==> config.mk <==
export PLATFORM = sky130hd
export DESIGN_NAME = demosaic_frame_ctrl
export DESIGN_NICKNAME = d
export VERILOG_FILES = /design/src/rtl/demosaic_pkg.sv /design/src/rtl/demosaic_pix_streamer.sv /design/src/rtl/demosaic_frame_ctrl.sv
export SDC_FILE = /design/constraint.sdc
export NUM_CORES = 1
export LEC_CHECK = 0
export ABC_AREA = 1
export CAP_MARGIN = 20
export CORE_MARGIN = 3
export CORE_UTILIZATION = 30
export DETAILED_ROUTE_END_ITERATION = 8
export MAX_ROUTING_LAYER = met4
export PLACE_DENSITY = 0.53
export SYNTH_ARGS = -nofsm -noshare
export SYNTH_HDL_FRONTEND = slang
export SYNTH_SLANG_ARGS = --single-unit
==> constraint.sdc <==
create_clock -name clk -period 4.7 [get_ports clk]
set_input_delay 0.705 -clock clk [delete_from_list [all_inputs] [get_ports clk]]
set_output_delay 0.705 -clock clk [all_outputs]
set_load 0.05 [all_outputs]
==> src/rtl/demosaic_pkg.sv <==
// rtl/demosaic_pkg.sv - shared types and constants for the demosaic frame controller
// Holds the controller state encoding, default memory geometry, channel
// lane indices and the frame-size helper used when validating a request.
package demosaic_pkg;

  localparam int IMG_SIZE = 16384;  // pixel capacity of each channel memory
  localparam int ADDR_W   = 16;     // channel-memory address width
  localparam int TOTAL_W  = 17;     // 8-bit rows * 9-bit cols never exceeds 17 bits

  // Lane position of each colour inside the packed {b,g,r} buses
  localparam int CH_R = 0;
  localparam int CH_G = 1;
  localparam int CH_B = 2;

  typedef enum logic [1:0] {
    IDLE,
    LOAD,
    RUN,
    READ
  } ctrl_state_e;

  function automatic logic [TOTAL_W-1:0] frame_total(input logic [7:0] h,
                                                     input logic [8:0] w);
    return TOTAL_W'(h) * TOTAL_W'(w);
  endfunction

endpackage

==> src/rtl/demosaic_pix_streamer.sv <==
// rtl/demosaic_pix_streamer.sv - read pointer and valid/ready pixel handshake
// Ports:
//   clk, reset : clock, asynchronous active-high reset
//   en         : controller is in READ; drives valid
//   clear      : rewind rd_ptr to 0 (core just finished)
//   total      : pixel count of the current frame
//   ready      : downstream accept
//   valid      : pixel rd_ptr is presented
//   last       : presented pixel is the final one of the frame
//   rd_ptr     : index of the presented pixel
//   done       : handshake on the last pixel this cycle
module demosaic_pix_streamer
  import demosaic_pkg::*;
(
  input  logic               clk,
  input  logic               reset,
  input  logic               en,
  input  logic               clear,
  input  logic [TOTAL_W-1:0] total,
  input  logic               ready,
  output logic               valid,
  output logic               last,
  output logic [TOTAL_W-1:0] rd_ptr,
  output logic               done
);

  assign valid = en;
  assign last  = en && (rd_ptr == total - TOTAL_W'(1));
  assign done  = valid && ready && last;

  // Pointer only moves on a handshake, so pixel data and last hold during stalls
  always_ff @(posedge clk or posedge reset) begin
    if (reset) begin
      rd_ptr <= '0;
    end else if (clear) begin
      rd_ptr <= '0;
    end else if (valid && ready) begin
      rd_ptr <= rd_ptr + TOTAL_W'(1);
    end
  end

endmodule

==> src/rtl/demosaic_frame_ctrl.sv <==
// rtl/demosaic_frame_ctrl.sv - frame sequencer and channel-memory owner for the demosaic core
// Ports:
//   clk, reset               : clock, asynchronous active-high reset
//   start_valid/start_ready  : frame request handshake (ready only in IDLE)
//   cfg_height/cfg_width     : requested frame size, sampled on the handshake
//   core_in_en               : one-cycle load pulse to the core
//   core_height/core_width   : latched frame size to the core
//   core_done                : core completion (honoured only in RUN)
//   core_wr/addr/wdata/rdata : core side of the {b,g,r} channel memories
//   mem_wr/addr/wdata/rdata  : channel memories (read data combinational)
//   pix_valid/ready/rgb/last : RGB pixel output stream
//   busy                     : controller not idle
//   err_cfg                  : one-cycle pulse, request rejected
//   err_timeout              : sticky, core did not finish in time
//   err_stray                : sticky, core write attempted outside RUN
module demosaic_frame_ctrl #(
  parameter int IMG_SIZE = 16384,
  parameter int ADDR_W   = 16,
  parameter int TIMEOUT  = 2**20
) (
  input  logic              clk,
  input  logic              reset,
  input  logic              start_valid,
  output logic              start_ready,
  input  logic [7:0]        cfg_height,
  input  logic [8:0]        cfg_width,
  output logic              core_in_en,
  output logic [7:0]        core_height,
  output logic [8:0]        core_width,
  input  logic              core_done,
  input  logic [2:0]        core_wr,
  input  logic [3*ADDR_W-1:0] core_addr,
  input  logic [23:0]       core_wdata,
  output logic [23:0]       core_rdata,
  output logic [2:0]        mem_wr,
  output logic [3*ADDR_W-1:0] mem_addr,
  output logic [23:0]       mem_wdata,
  input  logic [23:0]       mem_rdata,
  output logic              pix_valid,
  input  logic              pix_ready,
  output logic [23:0]       pix_rgb,
  output logic              pix_last,
  output logic              busy,
  output logic              err_cfg,
  output logic              err_timeout,
  output logic              err_stray
);

  import demosaic_pkg::ctrl_state_e;
  import demosaic_pkg::IDLE;
  import demosaic_pkg::LOAD;
  import demosaic_pkg::RUN;
  import demosaic_pkg::READ;
  import demosaic_pkg::TOTAL_W;
  import demosaic_pkg::CH_R;
  import demosaic_pkg::CH_G;
  import demosaic_pkg::CH_B;
  import demosaic_pkg::frame_total;

  localparam int CNT_W = $clog2(TIMEOUT) + 1;

  ctrl_state_e        state, state_nxt;
  logic [CNT_W-1:0]   run_cnt;
  logic [TOTAL_W-1:0] total;
  logic [TOTAL_W-1:0] req_total;
  logic [TOTAL_W-1:0] rd_ptr;
  logic               start_fire, cfg_bad, accept;
  logic               timeout_hit, stray, read_done;

  assign start_fire = start_valid && (state == IDLE);
  assign req_total  = frame_total(cfg_height, cfg_width);
  assign cfg_bad    = (cfg_height == '0) || (cfg_width == '0) ||
                      (req_total > TOTAL_W'(IMG_SIZE));
  assign accept     = start_fire && !cfg_bad;
  // core_done outranks the timeout when both land in the same cycle
  assign timeout_hit = (state == RUN) && !core_done &&
                       (run_cnt == CNT_W'(TIMEOUT - 1));
  assign stray       = (state != RUN) && (|core_wr);

  assign start_ready = (state == IDLE);
  assign busy        = (state != IDLE);
  assign core_in_en  = (state == LOAD);
  assign core_rdata  = mem_rdata;

  demosaic_pix_streamer u_streamer (
    .clk    (clk),
    .reset  (reset),
    .en     (state == READ),
    .clear  ((state == RUN) && core_done),
    .total  (total),
    .ready  (pix_ready),
    .valid  (pix_valid),
    .last   (pix_last),
    .rd_ptr (rd_ptr),
    .done   (read_done)
  );

  always_comb begin
    state_nxt = state;
    case (state)
      IDLE: if (accept) state_nxt = LOAD;
      LOAD: state_nxt = RUN;
      RUN: begin
        if (core_done)        state_nxt = READ;
        else if (timeout_hit) state_nxt = IDLE;
      end
      READ: if (read_done) state_nxt = IDLE;
      default: state_nxt = IDLE;
    endcase
  end

  always_ff @(posedge clk or posedge reset) begin
    if (reset) begin
      state       <= IDLE;
      run_cnt     <= '0;
      total       <= '0;
      core_height <= '0;
      core_width  <= '0;
      err_cfg     <= 1'b0;
      err_timeout <= 1'b0;
      err_stray   <= 1'b0;
    end else begin
      state   <= state_nxt;
      err_cfg <= start_fire && cfg_bad;
      // Counter measures cycles spent in the current RUN; zero elsewhere
      run_cnt <= (state == RUN) ? run_cnt + CNT_W'(1) : '0;
      if (accept) begin
        core_height <= cfg_height;
        core_width  <= cfg_width;
        total       <= req_total;
      end
      if (timeout_hit)  err_timeout <= 1'b1;
      else if (accept)  err_timeout <= 1'b0;
      // A stray write in the same cycle as an accepted start is still recorded
      if (stray)        err_stray <= 1'b1;
      else if (accept)  err_stray <= 1'b0;
    end
  end

  // Memory-port ownership: core in RUN, read pointer in READ, idle otherwise
  always_comb begin
    mem_wr    = '0;
    mem_addr  = '0;
    mem_wdata = '0;
    pix_rgb   = '0;
    if (state == RUN) begin
      mem_wr    = core_wr;
      mem_addr  = core_addr;
      mem_wdata = core_wdata;
    end else if (state == READ) begin
      mem_addr[CH_R*ADDR_W +: ADDR_W] = rd_ptr[ADDR_W-1:0];
      mem_addr[CH_G*ADDR_W +: ADDR_W] = rd_ptr[ADDR_W-1:0];
      mem_addr[CH_B*ADDR_W +: ADDR_W] = rd_ptr[ADDR_W-1:0];
      pix_rgb = mem_rdata;
    end
  end

endmodule

[Word-level counts from Yosys, hierarchy flattened]
Cells that the tools add are included.
Cells by class
  add/subtract/negate cells: 3
  multipliers: 1
  magnitude comparators: 1
  equal/unequal tests: 9
  mux-type cells: 17
  reduce and logical (&&, ||, !) cells: 23
Operators by type and width (number)
  2-to-1 mux 48 bit: 2
  2-to-1 mux 24 bit: 3
  2-to-1 mux 17 bit: 2
  adder 21 x 1 -> 21 bit, second input constant: 1
  == test 21 x 20 -> 1 bit, second input constant: 1
  2-to-1 mux 21 bit: 1
  adder 17 x 1 -> 17 bit, second input constant: 1
  == test 17 bit: 1
  > comparator 17 x 15 -> 1 bit, second input constant: 1
  multiplier 8 x 9 -> 17 bit: 1
  subtractor 17 x 1 -> 17 bit, second input constant: 1
  logical AND 1 bit: 10
  zero test 9 bit: 1
  zero test 8 bit: 1
  2-to-1 mux 2 bit: 4
  one-hot mux 2 bit (4 select lines): 1
  nonzero test 2 bit: 4
  == test 2 bit, second input constant: 2
  inequality test 2 bit, second input constant: 2
  2-to-1 mux 1 bit: 3
  2-to-1 mux 3 bit: 1
  inequality test 3 bit, second input constant: 1
  AND reduction 3 bit: 1
  OR reduction 3 bit: 1
  5 further kinds: 7
Word-level totals
  flip-flop bits (word level): 77
  output and inout bits: 148

[Longest topological paths before layout]
Gate-level depths: netlist (run 1).
  depth in word-level cells: 7
  gate-level depth with buffers: 29
  depth with buffers taken out: 27

[Modules after synthesis]
Synthesis (run 1) repeated with hierarchy kept, for this count alone.
Unflattened totals
  cells, all modules: 1268
  area, all modules: 8165.3 sq um
By module, submodules not included
  demosaic_frame_ctrl: times used 1, cells each 993, area each 6473.7 sq um, sequential area each 1501.4 sq um
  demosaic_pix_streamer: times used 1, cells each 275, area each 1691.6 sq um, sequential area each 425.4 sq um

[Least setup slack after synthesis (run 1)]
Ideal clock, no wire load.
  kind: input-to-reg
  start point: input cfg_height[7]
  end point: register err_timeout
  arrival time: 4.835 ns
  required time: 4.575 ns
  slack: -0.260 ns
  stages on the path: 25
  cell sequence: clkbuf_1 > nand2_1 > fa_1 > fa_1 > inv_1 > fa_1 > inv_1 > fa_1 > inv_1 > ha_1 > nand2_1 > nand2_1 > a21oi_1 > nand2_1 > nand2_1 > nand2_1 > nand2_1 > nand2_1 > nand2_1 > nand2_1 > nand2_2 > nand3_4 > buf_4 > nand2_1 > o31ai_1
Between the ends
  cells in the longest elaborated chain, start to end: 6
Ends and longest elaborated chain
  from (decl): line demosaic_frame_ctrl.sv:25  | input logic [7:0] cfg_height,
  multiplier 8 x 9 -> 17 bit / zero test 8 bit (equally long branches): line demosaic_pkg.sv:24, demosaic_frame_ctrl.sv:72
  > comparator 17 x 15 -> 1 bit / logical OR 1 bit (equally long branches): line demosaic_frame_ctrl.sv:73, demosaic_frame_ctrl.sv:72
  logical OR 1 bit *: line demosaic_frame_ctrl.sv:72  | assign cfg_bad = (cfg_height == '0) || (cfg_width == '0) ||
  zero test 1 bit *: line demosaic_frame_ctrl.sv:74  | assign accept = start_fire && !cfg_bad;
  logical AND 1 bit *: line demosaic_frame_ctrl.sv:74
  nonzero test 2 bit (no line) *
  to (signal assigned): line demosaic_frame_ctrl.sv:120  | err_timeout <= 1'b0;
  to (signal assigned): line demosaic_frame_ctrl.sv:132  | if (timeout_hit) err_timeout <= 1'b1;
  to (signal assigned): line demosaic_frame_ctrl.sv:133  | else if (accept) err_timeout <= 1'b0;
  to (decl): line demosaic_frame_ctrl.sv:45  | output logic err_timeout,
Mark *: on every way between the ends. The rest lies on a longest branch, timed or not.
A chain may end at the register's enable or synchronous reset.

[Worst setup path in the final report (run 1)]
  start point: input cfg_height[7]
  end point: register state[0]
Between the ends
  cells in the longest elaborated chain, start to end: 7
Ends and longest elaborated chain
  multiplier 8 x 9 -> 17 bit / zero test 8 bit (equally long branches): line demosaic_pkg.sv:24, demosaic_frame_ctrl.sv:72
  > comparator 17 x 15 -> 1 bit / logical OR 1 bit (equally long branches): line demosaic_frame_ctrl.sv:73, demosaic_frame_ctrl.sv:72
  logical OR 1 bit *: line demosaic_frame_ctrl.sv:72
  zero test 1 bit *: line demosaic_frame_ctrl.sv:74
  logical AND 1 bit *: line demosaic_frame_ctrl.sv:74
  inequality test 2 x 1 -> 1 bit (no line) *
  AND reduction 3 bit (no line) *
  to (signal assigned): line demosaic_frame_ctrl.sv:123  | state <= state_nxt;
  to (decl): line demosaic_frame_ctrl.sv:62  | ctrl_state_e state, state_nxt;
Marks and branches as above.

==> results.sh, run 1 <==
export IMPL_outcome="finished, final reports clean"
export IMPL_netlist_instances=1219
export IMPL_worstPathArrival_ps=4830
export IMPL_htree_levels=3
export IMPL_critPathSlowestCell="fa_1"
export IMPL_place_area_um2=11200
export IMPL_place_ws_ps=-901
export IMPL_critPathMaxStageDelay_ps=540
export IMPL_antenna_found_initial=1
export IMPL_tightestPinTransition_ps=842
export IMPL_clk_pin_slew_worst_paths_ps=70
export IMPL_fin_crit_ps=4600
export IMPL_clock_root_buffer="clkbuf_16"
export IMPL_gp_congestion=0.899
export IMPL_initial_core_util_pct=30.9
export IMPL_whs_ps=464
export IMPL_netlist_area_um2=7840
export IMPL_grt_pass1_vias=8133
export IMPL_peakVddDrop_uv=389
export IMPL_finalSetupTns_ps=0
export IMPL_synth_seq_cells=77
export IMPL_nets=1735
export IMPL_cp_max_fo=5
export IMPL_yosysUniqueCellTypes=48
export IMPL_portBuffers=268
export IMPL_path_class="primary input to register"
export IMPL_drt_iter0_drc=365
export IMPL_max_clock_path_buffers=2
export IMPL_fmax_ghz=0.218
export IMPL_drt_total_wl_um=28200
export IMPL_start_kind="primary input"
export IMPL_synth_nets=1422
export IMPL_slew_headroom_pct=43.8
export IMPL_cts_sinks=77
export IMPL_ys_warnings_count=0
export IMPL_grt_total_usage_pct=20.7
export IMPL_crit_start="cfg_height[7]"
export IMPL_drive_above_1_share_pct=15.4
export IMPL_core_area_um2=25400
export IMPL_drc=0
export IMPL_dp_hpwl_um=22900
export IMPL_fin_util_pct=47.8
export IMPL_die_x_um=168
export IMPL_maxCapViolCount=0
export IMPL_r2r_start="state[0]$_DFFE_PP0P_"
export IMPL_post_drt_wl_per_cell_um=15.1
export IMPL_final_area_um2=12100
export IMPL_skew_ps=11.9
export IMPL_yosysSeqAreaShare_pct=24.6
export IMPL_required_ps=4940
export IMPL_grt_start_max_net_pins=56
export IMPL_r2r_slack_ps=2200
export IMPL_synth_edf_count=0
export IMPL_finalHoldViolations=0
export IMPL_rows=58
export IMPL_rsz0062_at_grt="true"
export IMPL_numCtsBuffers=9
export IMPL_grt_overflow_total=0
export IMPL_grt_pass1_wl_um=44700
export IMPL_cp_end_kind="register"
export IMPL_p_leak_nw=6.41
export IMPL_async_reset_ff_share_pct=100
export IMPL_drtPass1Iterations=5
export IMPL_via_per_inst=4.42
export IMPL_avgSynthCellArea_um2=6.43
export IMPL_syn2layout_area_growth_pct=54.9
export IMPL_ios=269
export IMPL_cpMostUsedCell="nand2_1"
export IMPL_maxSlewViolCount=0
export IMPL_die_y_um=168
export IMPL_ys_flop_type="dfrtp_1"
export IMPL_ant_nets=0
export IMPL_p_per_area_nw_per_um2=551
export IMPL_hp_start="run_cnt[0]$_DFF_PP0_"
export IMPL_num_vias=8260
export IMPL_post_route_period_util_pct=97.8
export IMPL_worst_hold_path_type="register to register"
export IMPL_clk_latency_ps=350
export IMPL_die_area_um2=28100
export IMPL_setup_slack_ps=104
export IMPL_cts_tree="built"
export IMPL_setup_viol=0
[layout make-up]
cell class	instances	area, µm²
Multi-Input combinational cell	807	4930
Tap cell	330	413
Clock inverter	7	98.8
Sequential cell	77	1930
Clock buffer	9	225
Timing Repair Buffer	362	3510
Inverter	275	1040
Fill cell	2556	13300
Antenna cell	1	2.50
[cell usage after synthesis, drive strengths merged, types with 2 or more instances]
cell    instances  area share, %
xor2            9            1.0
nand4          15            1.2
nand3          30            2.1
nor3           14            1.1
nor4            8           0.64
a21oi          33            2.1
o21a            3           0.29
buf            33            3.0
nand3b          6           0.57
dfrtp          77             25
xnor2           6           0.67
o21ai          38            2.7
fa             42             11
clkbuf         27            1.3
ha             40            6.4
inv           274             13
a211oi          2           0.26
nor2          137            6.8
nand2         410             20
[power by group]
| group | internal [mW] | switching, mW | total, mW |
|---|---|---|---|
| registers | 0.783 | 0.145 | 0.927 |
| clock network | 0.467 | 0.305 | 0.772 |
| logic | 1.97 | 3.02 | 4.98 |
| total | 3.22 | 3.46 | 6.68 |
[critical path: cells and delay by family]
kind,cells,cell delay [ps]
fa+ha+maj,5,2310
buf+inv,7,630
simple gates,16,1200
[flip-flops by register name (all words and copies together) (netlist names)]
| register | cells |
|---|---|
| err_timeout | 1 |
| state | 2 |
| run_cnt | 21 |
| u_streamer.rd_ptr | 17 |
| err_cfg | 1 |
| err_stray | 1 |
| total | 17 |
| core_width | 9 |
| core_height | 8 |
[cells by family after synthesis]
logic type      synth area share (%)
flops                           24.6
fa+ha+maj                       17.1
xor+xnor                        1.96
compound gates                  6.29
mux                            0.128
buf+inv                         17.5
simple gates                    32.4
[what timing repair did]
item / 4_1_cts / 5_1_grt
setup buffers: 14 / 8
gates resized for setup: 105 / 97
pin swaps: 49 / 61
gates cloned: 4 / 0
hold buffers: 0 / 0
endpoints found under the setup margin: 38 / 38
[layer usage]
metal | track usage, % | routed length, µm | up-vias
li1 | - | - | 4234
met1 | 24.1 | 11900 | 3786
met2 | 36.7 | 14400 | 211
met3 | 3.23 | 1270 | 29
met4 | 6.15 | 629 | 0
met5 | - | 0 | -
[cell usage in the layout (no fill, tap or decap), drive strengths merged, types with 9 or more instances in the layout]
cell type,instances
nand2,410
inv,274
clkdlybuf4s50,252
nor2,137
buf,103
dfrtp,77
fa,42
ha,40
o21ai,38
a21oi,33
nand3,30
nand4,15
nor3,14
clkbuf,14
xor2,9
[path summary, 6_finish.rpt]
path,end,depth (start not counted)
setup / recovery,state[0]$_DFFE_PP0P_,28
hold / removal,run_cnt[0]$_DFF_PP0_,1
setup reg to reg,u_streamer.rd_ptr[16]$_DFFE_PP0P_,8
hold reg to reg,run_cnt[0]$_DFF_PP0_,1
max in group asynchronous,total[8]$_DFFE_PP0P_,3
min in group asynchronous,run_cnt[0]$_DFF_PP0_,2
[through the flow]
| stage | cells | power, mW |
|---|---|---|
| 6_report | 1868 | 6.68 |
| 5_1_grt | 1868 | 7.18 |
| 4_1_cts | 1861 | 6.54 |
| 3_5_place_dp | 1828 | 5.39 |
| 3_3_place_gp | 1828 | 5.38 |
| 2_1_floorplan | 1219 | 3.76 |
Power figures use the tool's default switching activity.
==> inputs of run 2 (changes only) <==
==> constraint.sdc (replaced) <==
create_clock -name clk -period 4.7 [get_ports clk]
set_input_delay 0.94 -clock clk [delete_from_list [all_inputs] [get_ports clk]]
set_output_delay 0.94 -clock clk [all_outputs]
set_load 0.05 [all_outputs]
==> run 2 against run 1 <==
Effect of this change: the run now ends with negative setup slack left; sequential cell count did not move; design area rose by 1.6%; sequential power barely moved; total power rose by 3.3%; worst hold slack got worse by 5.0 ps; critical endpoint unchanged.
==> results.sh, run 2 (synthesized netlist as in run 1, its figures left out) <==
export IMPL_grt_total_usage_pct=21.4
export IMPL_required_ps=4990
export IMPL_tightestPinTransition_ps=639
export IMPL_post_route_period_util_pct=103
export IMPL_initial_core_util_pct=30.9
export IMPL_fin_util_pct=48.6
export IMPL_fillers=2572
export IMPL_top_regs="run_cnt: 21 flops, total: 17 flops, u_streamer.rd_ptr: 17 flops"
export IMPL_final_area_um2=12300
export IMPL_outcome="complete, but fails checks"
export IMPL_drtPass1Iterations=5
export IMPL_die_y_um=168
export IMPL_maxSlewViolCount=0
export IMPL_worst_hold_path_type="register to register"
export IMPL_setup_slack_ps=-145
export IMPL_skew_ps=6.95
export IMPL_final_cell_mix="335 x nand2_1, 257 x inv_1, 251 x clkdlybuf4s50_1"
export IMPL_maxCapViolCount=0
export IMPL_crit_buf_inv=6
export IMPL_drive_above_1_share_pct=17.6
export IMPL_grt_start_max_net_pins=57
export IMPL_globalRouteMet3Util_pct=3.80
export IMPL_cp_max_fo=5
export IMPL_layout_commonest_cell="nand2_1"
export IMPL_clk_pin_slew_worst_paths_ps=60
export IMPL_cp_end_kind="register"
export IMPL_fin_crit_ps=4840
export IMPL_whs_ps=459
export IMPL_slew_headroom_pct=57.3
export IMPL_critPathMaxStageDelay_ps=550
export IMPL_setup_viol=37
export IMPL_grt_overflow_total=0
export IMPL_grt_util_met1_pct=24.2
export IMPL_start_kind="primary input"
export IMPL_place_ws_ps=-930
export IMPL_cts_sinks=77
export IMPL_gp_congestion=0.907
export IMPL_post_drt_wl_per_cell_um=15.6
export IMPL_regMostFlops="run_cnt"
export IMPL_peakVddDrop_uv=532
export IMPL_p_leak_nw=6.52
export IMPL_largest_reg_flops=21
export IMPL_drc=0
export IMPL_portBuffers=268
export IMPL_cts_tree="built"
export IMPL_ant_nets=0
export IMPL_critPathSlowestCell="fa_1"
export IMPL_nets=1741
export IMPL_clk_latency_ps=350
export IMPL_max_clock_path_buffers=2
export IMPL_r2r_slack_ps=2230
export IMPL_dp_hpwl_um=23800
export IMPL_antenna_found_initial=1
export IMPL_grt_use_met2_pct=39.7
export IMPL_clock_root_buffer="clkbuf_16"
export IMPL_diodes=0
export IMPL_core_area_um2=25400
export IMPL_path_class="primary input to register"
export IMPL_rows=58
export IMPL_finalHoldViolations=0
export IMPL_p_per_area_nw_per_um2=559
export IMPL_failed_checks="negative setup slack"
export IMPL_total_power_mw=6.90
export IMPL_crit_family="adder cells"
export IMPL_grt_pass1_vias=8589
export IMPL_rsz0062_at_grt="true"
export IMPL_ios=269
export IMPL_numCtsBuffers=9
export IMPL_die_area_um2=28100
export IMPL_worstPathArrival_ps=5130
export IMPL_via_per_inst=4.47
export IMPL_drt_total_wl_um=29100
export IMPL_num_vias=8379
export IMPL_grt_busiest_layer="met2"
export IMPL_grt_pass1_wl_um=46600
export IMPL_htree_levels=3
export IMPL_ctsHoldBuffers=0
export IMPL_drt_iter0_drc=354
export IMPL_fmax_ghz=0.206
export IMPL_place_area_um2=11300
export IMPL_syn2layout_area_growth_pct=57.4
export IMPL_die_x_um=168
-- run 2: path summary, 6_finish.rpt --
check	from	to	cells after the start
worst max-delay path	cfg_height[5]	state[0]$_DFFE_PP0P_	25
worst min-delay path	run_cnt[0]$_DFF_PP0_	run_cnt[0]$_DFF_PP0_	1
worst max register to register	state[1]$_DFFE_PP0P_	u_streamer.rd_ptr[7]$_DFFE_PP0P_	8
worst min register to register	run_cnt[0]$_DFF_PP0_	run_cnt[0]$_DFF_PP0_	1
max in group asynchronous	reset	u_streamer.rd_ptr[10]$_DFFE_PP0P_	4
min in group asynchronous	reset	run_cnt[17]$_DFF_PP0_	2
-- run 2: area by class of cell --
cell class                 count  area, µm²  share of cell area, %
inverter                     275       1050                   8.48
timing repair inverter         2       32.5                  0.264
multi-input combinational    808       5040                   40.8
timing repair buffer         365       3560                   28.8
clock buffer                  10        239                   1.94
sequential                    77       1930                   15.6
tap                          330        413                   3.35
clock inverter                 6       86.3                  0.700
-- run 2: what timing repair did --
item | CTS | global route
setup buffers | 15 | 4
setup endpoints to repair | 38 | 38
resized for setup | 121 | 101
cloned | 4 | 2
pin swaps | 19 | 48
-- run 2: power by group --
group	internal [mW]	total, mW	switching (mW)
combinational	2.08	5.20	3.13
sequential	0.783	0.924	0.141
clock	0.479	0.774	0.295
total	3.34	6.90	3.56
-- run 2: per-layer routing --
layer	up-vias	wire [µm]	part of all wire [%]
met4	0	519	1.8
met3	31	1380	4.7
met5	-	0	0
li1	4241	-	-
met1	3890	11900	41
met2	217	15300	53
-- run 2: per-stage QoR --
step           setup TNS (ps)  instances
6_report                -2890       1873
3_3_place_gp           -29920       1833
3_5_place_dp           -33600       1833
2_1_floorplan            -950       1219
4_1_cts                 -2830       1868
5_1_grt                 -8990       1873
==> inputs of run 3 (changes only) <==
Settings changed: TNS_END_PERCENT set to 20.
==> run 3 against run 2 <==
Effect of this change: via count is 0.14% lower; clock power is 0.9% lower; die area stayed put; fmax is 1.3% higher; the run still ends with negative setup slack left; largest cell class unchanged; sequential power is 0.4% higher; sequential share of layout area is 0.10 points higher; register-to-register slack hardly changed.
==> results.sh, run 3 (synthesized netlist as in run 1, its figures left out) <==
export IMPL_r2r_end="u_streamer.rd_ptr[7]$_DFFE_PP0P_"
export IMPL_drc=0
export IMPL_worstPathArrival_ps=5060
export IMPL_drt_iter0_drc=354
export IMPL_portBuffers=268
export IMPL_finalHoldViolations=0
export IMPL_setup_slack_ps=-83.4
export IMPL_core_area_um2=25400
export IMPL_die_area_um2=28100
export IMPL_layout_commonest_cell="nand2_1"
export IMPL_drive_above_1_share_pct=17.0
export IMPL_ctsHoldBuffers=0
export IMPL_r2r_slack_ps=2220
export IMPL_start_kind="primary input"
export IMPL_via_per_inst=4.47
export IMPL_clk_latency_ps=340
export IMPL_post_drt_wl_per_cell_um=15.3
export IMPL_failed_checks="negative setup slack"
export IMPL_maxSlewViolCount=0
export IMPL_rows=58
export IMPL_gp_congestion=0.854
export IMPL_die_x_um=168
export IMPL_cpMostUsedCell="nand2_2"
export IMPL_r2r_start="state[0]$_DFFE_PP0P_"
export IMPL_fin_crit_ps=4780
export IMPL_path_class="primary input to register"
export IMPL_grt_overflow_total=0
export IMPL_post_route_period_util_pct=102
export IMPL_regMostFlops="run_cnt"
export IMPL_cts_sinks=77
export IMPL_skew_ps=9.77
export IMPL_required_ps=4980
export IMPL_clk_pin_slew_worst_paths_ps=60
export IMPL_hp_start="run_cnt[0]$_DFF_PP0_"
export IMPL_cp_max_fo=7
export IMPL_numCtsBuffers=9
export IMPL_largest_reg_flops=21
export IMPL_initial_core_util_pct=30.9
export IMPL_rsz0062_at_grt="true"
export IMPL_tightestPinTransition_ps=653
export IMPL_hold_depth=1
export IMPL_nets=1740
export IMPL_syn2layout_area_growth_pct=56.4
export IMPL_ios=269
export IMPL_grt_total_usage_pct=21.1
export IMPL_p_leak_nw=6.46
export IMPL_diodes=0
export IMPL_slew_headroom_pct=56.4
export IMPL_clock_root_buffer="clkbuf_16"
export IMPL_die_y_um=168
export IMPL_critPathSlowestCell="fa_1"
export IMPL_setup_viol=37
export IMPL_p_per_area_nw_per_um2=560
export IMPL_outcome="complete, but fails checks"
export IMPL_peakVddDrop_uv=552
export IMPL_ant_nets=0
export IMPL_final_cell_mix="343 x nand2_1, 255 x inv_1, 251 x clkdlybuf4s50_1"
export IMPL_fmax_ghz=0.209
export IMPL_drtPass1Iterations=5
export IMPL_grt_pass1_wl_um=45900
export IMPL_cp_end_kind="register"
export IMPL_antenna_found_initial=0
export IMPL_grt_pass1_vias=8493
export IMPL_drt_total_wl_um=28700
export IMPL_place_ws_ps=-1000
export IMPL_htree_levels=3
export IMPL_total_power_mw=6.86
export IMPL_critPathMaxStageDelay_ps=540
export IMPL_worst_hold_path_type="register to register"
export IMPL_hold_end="run_cnt[0]$_DFF_PP0_"
export IMPL_num_vias=8367
export IMPL_cts_tree="built"
export IMPL_top_regs="run_cnt: 21 flops, total: 17 flops, u_streamer.rd_ptr: 17 flops"
export IMPL_dp_hpwl_um=23900
export IMPL_maxCapViolCount=0
export IMPL_r2r_cells=8
export IMPL_grt_start_max_net_pins=38
export IMPL_max_clock_path_buffers=2
==> run 3: changes by cell type in the layout (fill, tap and decap cells not counted), moves of 3 or more <==
cell      delta
clkbuf_4     -3
nand2_1      +8
clkinv_8     -3
nand2_4      -6
nand2_2      -3
buf_16       -3
buf_6        +5
o21ai_2      -5
buf_8        +3
o21ai_0      +3
==> run 3: final cells by class <==
class / count / area, µm²
clock buffers: 11 / 243
clock inverters: 5 / 83.8
fillers: 2575 / 13100
inverters: 275 / 1040
multi-input cells: 808 / 4990
flip-flops and latches: 77 / 1930
well taps: 330 / 413
repair buffers: 366 / 3560
==> run 3: how the worst max path moves through the flow <==
stage | start | slack [ps] | endpoint
after floorplan | cfg_width[3] | -50 | err_timeout$_DFFE_PP0P_
after global placement | cfg_width[5] | -960 | core_height[4]$_DFFE_PP0P_
after detailed placement | cfg_width[5] | -1000 | core_width[2]$_DFFE_PP0P_
after CTS | cfg_width[3] | -180 | core_height[4]$_DFFE_PP0P_
after global routing | cfg_width[5] | -310 | state[0]$_DFFE_PP0P_
final | cfg_height[7] | -80 | state[0]$_DFFE_PP0P_
==> run 3: what timing repair did <==
action,CTS,global route
setup buffers,14,4
cloned,1,2
pin swaps,41,52
resized for setup,134,88
endpoints found under the setup margin,38,38
==> run 3: stage by stage <==
| step | setup TNS (ps) | area (µm²) | cells | hold WS, ps | util, % |
|---|---|---|---|---|---|
| after floorplan | -940 | 8170 | 1219 | 433 | - |
| after global placement | -34660 | 11300 | 1837 | 451 | 44.7 |
| after detailed placement | -35810 | 11300 | 1837 | 454 | 44.7 |
| after CTS | -3220 | 12000 | 1868 | 463 | 47.1 |
| after global routing | -9590 | 12300 | 1872 | 496 | 48.3 |
| final | -1990 | 12300 | 1872 | 466 | 48.3 |
==> run 3: critical path, delay by kind of cell <==
kind	cells	cell delay, ps
adder cells (fa/ha/maj)	5	2350
buffers and inverters	5	440
AND/OR/NAND/NOR	15	1320
==> run 3: power breakdown <==
part	leakage, nW	switching [mW]	internal, mW	total (mW)
Sequential	0.997	0.145	0.783	0.928
Clock	0.152	0.287	0.481	0.767
Combinational	5.31	3.11	2.06	5.17
Total	6.46	3.54	3.32	6.86
==> run 3: per-layer routing <==
metal / share of wire, % / track usage, % / routed length (µm) / vias up
met5: 0 / - / 0 / -
met4: 2.9 / 5.94 / 828 / 0
met3: 4.7 / 3.47 / 1340 / 38
met2: 52 / 38.3 / 14800 / 223
met1: 41 / 23.9 / 11700 / 3862
li1: - / - / - / 4244
